<file path="src/rtl/eca_row_engine.sv">
// Elementary cellular automaton row engine: steps a WIDTH-cell row one
// generation per clock under an 8-bit Wolfram rule with selectable boundaries.

module eca_cell (
  input  logic [2:0] nbr_i,
  input  logic [7:0] rule_i,
  output logic       nxt_o
);
  assign nxt_o = rule_i[nbr_i];
endmodule

module eca_row_engine #(
  parameter int WIDTH = 16,
  parameter int GEN_W = 8
) (
  input  logic             clk,
  input  logic             rst_n,
  input  logic             load,
  input  logic [WIDTH-1:0] seed,
  input  logic [7:0]       rule,
  input  logic [1:0]       bnd_mode,
  input  logic [GEN_W-1:0] num_gens,
  input  logic             start,
  input  logic             halt,
  output logic [WIDTH-1:0] row,
  output logic             row_valid,
  output logic [GEN_W-1:0] gen_count,
  output logic             busy,
  output logic             done
);

  typedef enum logic [1:0] {S_IDLE, S_RUN, S_DONE} state_e;

  typedef struct packed {
    logic [7:0]       rule;
    logic [1:0]       mode;
    logic [GEN_W-1:0] rem;
  } cfg_t;

  state_e           state_q, state_d;
  cfg_t             cfg_q, cfg_d;
  logic [WIDTH-1:0] row_q, row_d;
  logic [GEN_W-1:0] gen_q, gen_d;
  logic             vld_q, vld_d;

  logic             bnd_val, wrap;
  logic [WIDTH+1:0] ext;
  logic [WIDTH-1:0] nxt_row;

  // Row padded with its left/right neighbours so every cell sees {L,C,R}
  // as a contiguous 3-bit slice.
  assign bnd_val = (cfg_q.mode == 2'd1);
  assign wrap    = (cfg_q.mode == 2'd2);
  assign ext     = {wrap ? row_q[0] : bnd_val, row_q, wrap ? row_q[WIDTH-1] : bnd_val};

  for (genvar i = 0; i < WIDTH; i++) begin : g_cell
    eca_cell u_cell (
      .nbr_i  (ext[i+2:i]),
      .rule_i (cfg_q.rule),
      .nxt_o  (nxt_row[i])
    );
  end

  always_comb begin
    state_d = state_q;
    cfg_d   = cfg_q;
    row_d   = row_q;
    gen_d   = gen_q;
    vld_d   = 1'b0;
    unique case (state_q)
      S_IDLE: begin
        if (load) begin
          row_d = seed;
          gen_d = '0;
        end else if (start) begin
          cfg_d.rule = rule;
          cfg_d.mode = bnd_mode;
          cfg_d.rem  = num_gens;
          state_d    = (num_gens == '0) ? S_DONE : S_RUN;
        end
      end
      S_RUN: begin
        if (halt) begin
          state_d = S_DONE;
        end else begin
          row_d     = nxt_row;
          gen_d     = (&gen_q) ? gen_q : gen_q + 1'b1;
          cfg_d.rem = cfg_q.rem - 1'b1;
          vld_d     = 1'b1;
          if (cfg_q.rem == GEN_W'(1)) state_d = S_DONE;
        end
      end
      S_DONE:  state_d = S_IDLE;
      default: state_d = S_IDLE;
    endcase
  end

  always_ff @(posedge clk or negedge rst_n) begin
    if (!rst_n) begin
      state_q <= S_IDLE;
      cfg_q   <= '0;
      row_q   <= '0;
      gen_q   <= '0;
      vld_q   <= 1'b0;
    end else begin
      state_q <= state_d;
      cfg_q   <= cfg_d;
      row_q   <= row_d;
      gen_q   <= gen_d;
      vld_q   <= vld_d;
    end
  end

  assign row       = row_q;
  assign row_valid = vld_q;
  assign gen_count = gen_q;
  assign busy      = (state_q == S_RUN);
  assign done      = (state_q == S_DONE);

endmodule

</file>
<file path="config.mk">
export PLATFORM = sky130hd
export DESIGN_NAME = eca_row_engine
export DESIGN_NICKNAME = d
export VERILOG_FILES = /design/src/rtl/eca_row_engine.sv
export SDC_FILE = /design/constraint.sdc
export NUM_CORES = 1
export LEC_CHECK = 0
export ABC_AREA = 1
export CAP_MARGIN = 30
export CORE_MARGIN = 8
export CORE_UTILIZATION = 53
export CTS_CLUSTER_SIZE = 8
export DETAILED_ROUTE_END_ITERATION = 8
export PLACE_DENSITY = 0.8
export RECOVER_POWER = 25
export SYNTH_ARGS = -nofsm -noshare
export SYNTH_HDL_FRONTEND = slang
export SYNTH_SLANG_ARGS = --single-unit
</file>
<file path="constraint.sdc">
create_clock -name clk -period 1.8 [get_ports clk]
set_clock_uncertainty 0.1 [all_clocks]
set_input_delay 0.36 -clock clk [delete_from_list [all_inputs] [get_ports clk]]
set_output_delay 0.36 -clock clk [all_outputs]
set_load 0.02 [all_outputs]
</file>
==> flow_metrics.env <==
export IMPL_status="complete, no violations"
export IMPL_clk_pin_slew_ns=0.09
export IMPL_drv_cap=0
export IMPL_gr_total_overflow=0
export IMPL_wirelength_um=9803
export IMPL_p_int_uw=3607
export IMPL_hpwl_um=7285
export IMPL_placed_area_um2=4278
export IMPL_rsz0062_at_grt="false"
export IMPL_leakage_uw=0.002261
export IMPL_drive_gt1_share_pct=6.452
export IMPL_r2r_setup_slack_ns=0.15
export IMPL_min_path_type="reg2reg"
export IMPL_path_max_fanout=2
export IMPL_hold_start="cfg_q[7]"
export IMPL_max_stage_delay_ns=0.63
export IMPL_ioPinCount=66
export IMPL_grt_max_degree=46
export IMPL_synth_top_flop_cell="dfrtp_1"
export IMPL_rows=29
export IMPL_fmax_mhz=570.0
export IMPL_layout_min_cycle_time_ns=1.754
export IMPL_syn2layout_area_growth_pct=26.35
export IMPL_clock_sinks=45
export IMPL_crit_path_end_kind="output port"
export IMPL_netlist_area_leader_share_pct=32.75
export IMPL_gp_congestion=0.8772
export IMPL_track_usage_pct=21.80
export IMPL_syn_area_um2=3438
export IMPL_die_y_um=96.55
export IMPL_ys_warn_count=0
export IMPL_cp_cell_sequence="clkdlybuf4s50_1"
export IMPL_final_area_um2=4344
export IMPL_io_buffers=65
export IMPL_worst_pin_slew_ns=0.6422
export IMPL_multi_input_area_um2=1991
export IMPL_crit_start="row[3]"
export IMPL_max_slew_margin_rel_pct=57.18
export IMPL_start_util_pct=54.46
export IMPL_ys_ff_latch=45
export IMPL_yosysTopAreaCell="dfrtp_1"
export IMPL_arrival_ns=1.29
export IMPL_synth_nets=618
export IMPL_cts_tree="built"
export IMPL_cp_num_buf_inv=1
export IMPL_hold_viol_final=0
export IMPL_async_flop_share_pct=100.0
export IMPL_p_sw_share_pct=51.32
export IMPL_cp_start_kind="flop"
export IMPL_drtIter0Drc=327
export IMPL_power_density_nw_per_um2=1706
export IMPL_worstHoldPathCells=2
export IMPL_ys_types=26
export IMPL_syn_inst=576
export IMPL_grt_pass1_vias=3813
export IMPL_critical_path_top_delay_family="buffers and inverters"
export IMPL_nNetsFinal=693
export IMPL_cp_slowest_cell="clkdlybuf4s50_1"
export IMPL_viasPerCell=5.435
export IMPL_seqCellArea_um2=1126
export IMPL_p_clk_share_pct=8.5
export IMPL_root_buffer="clkbuf_8"
export IMPL_switching_power_uw=3803
export IMPL_tns_ns=0
export IMPL_synth_commonest_cells="nand2_1 (234), nand3_1 (109), nor2_1 (55)"
export IMPL_drc=0
export IMPL_cp_data_required_time_ns=1.34
export IMPL_drtPass1Iterations=5
export IMPL_h_tree_depth=2
export IMPL_final_antenna_net_count=0
export IMPL_synth_edf_count=0
export IMPL_cts_buffers=5
export IMPL_placed_cells_incl_taps=720
export IMPL_ys_seq_area_share_pct=32.75
export IMPL_final_cells=728
export IMPL_core_um2=6314
export IMPL_r2r_end="row[15]"
export IMPL_yosys_top_cells_area="dfrtp_1 (33%), nand2_1 (26%), nand3_1 (16%), nor2_1 (6.0%), inv_1 (5.0%)"
export IMPL_r2r_start="state_q[1]"
export IMPL_rr_worst_depth=10
export IMPL_via_count=3957
export IMPL_irDropWorstVdd_v=0.0008797
export IMPL_finalSetupViolations=0
export IMPL_pwr_share_comb_pct=68.1
export IMPL_period_share_pct=97.46
export IMPL_die_x_um=96.55
export IMPL_syn_avg_cell_area_um2=5.969
export IMPL_grt_pass1_wl_um=16500
export IMPL_slew_violations=0
export IMPL_antenna_found_initial=0
export IMPL_seqPwrFrac_pct=23.4
export IMPL_clock_latency_ns=0.30
export IMPL_total_power_uw=7410
export IMPL_dieArea_um2=9321
export IMPL_hold_end="cfg_q[7]"
export IMPL_fillCellCount=561
export IMPL_cts_setup_buffers=0
export IMPL_yosysMostFrequentCell="nand2_1"
export IMPL_fin_hold_ws_ns=0.3813
export IMPL_crit_type="reg2out"
export IMPL_clockBufferDepth=2
export IMPL_post_drt_wl_per_cell_um=13.47
export IMPL_diodes=0
[logic make-up after synthesis]
logic type	after synthesis	synth area share (%)
compound gates	42	6.369
xor+xnor	4	1.019
fa+ha+maj	3	1.092
buf+inv	74	9.353
flops	45	32.75
simple gates	408	49.42
[worst max-delay path by stage]
stage	cells after the start	to	slack (ns)
2_1_floorplan	8	gen_count[7]	0.27
3_3_place_gp	8	gen_count[0]	0.07
3_5_place_dp	8	cfg_q[1]	0.03
4_1_cts	1	row[0]	0.03
5_1_grt	8	gen_count[0]	0.0009
6_report	1	row[3]	0.05
[cell usage in the layout (no fill, tap or decap), types with 2 or more instances in the layout]
cell type        netlist  final
nand3_1              109    109
ha_1                   3      3
o21ai_1                4      4
dfrtp_1               45     45
o21ai_0               27     27
nor2_2                 2      2
clkdlybuf4s50_1        0     53
nor2_1                55     55
inv_1                 46     46
inv_2                  3      3
xor2_1                 4      4
nand2_4                2      2
a21oi_1                7      7
dlygate4sd2_1          0     10
nand2_1              234    234
nor3_1                 3      3
nand2_2                2      2
buf_4                  1     22
clkbuf_8               0      5
buf_12                 0      2
[sequential cells by signal (all words and copies together) (netlist names)]
signal     count
gen_count      8
state_q        2
cfg_q         18
row           16
row_valid      1
[power groups by stage]
stage | clock network, uW | logic, uW | registers, uW
after global placement | 0 | 4890 | 1740
after global routing | 684 | 5680 | 1790
after floorplan | 0 | 3150 | 2020
after detailed placement | 0 | 5030 | 1750
final | 630 | 5040 | 1740
after CTS | 649 | 5020 | 1730
[worst min-delay path: stages (launching register included)]
cell and delay [ns]:
dfrtp_1 0.35, nand2_1 0.06, nand2_1 0.05
[metrics by stage]
step / worst slack [ns] / utilization, %
floorplan: 0.2663 / -
global placement: 0.06714 / 67.76
detailed placement: 0.02541 / 67.76
CTS: 0.02507 / 68.99
global route: 0.0009406 / 68.81
finish: 0.04573 / 68.81
[metal layers]
layer | up-vias | GRT usage, % | routed length, um
met4 | 0 | 9.836 | 192
met1 | 1793 | 26.32 | 4154
li1 | 1983 | - | -
met3 | 17 | 3.787 | 749
met5 | - | 0 | 0
met2 | 164 | 37.03 | 4706
[area by class of cell]
class,count,area share (%)
Clock inverter,1,0.2016
Tap cell,77,2.218
Multi-Input combinational cell,457,45.82
Inverter,51,4.464
Sequential cell,45,25.92
Timing Repair Buffer,91,19.70
Clock buffer,6,1.671
[repair_timing]
item | CTS | global route
hold buffers | 1 | 0
setup endpoints to repair | 11 | 1
resized for setup | 11 | 1
hold endpoints to repair | 45 | 0
No activity file was read; power rests on OpenSTA's default activity.
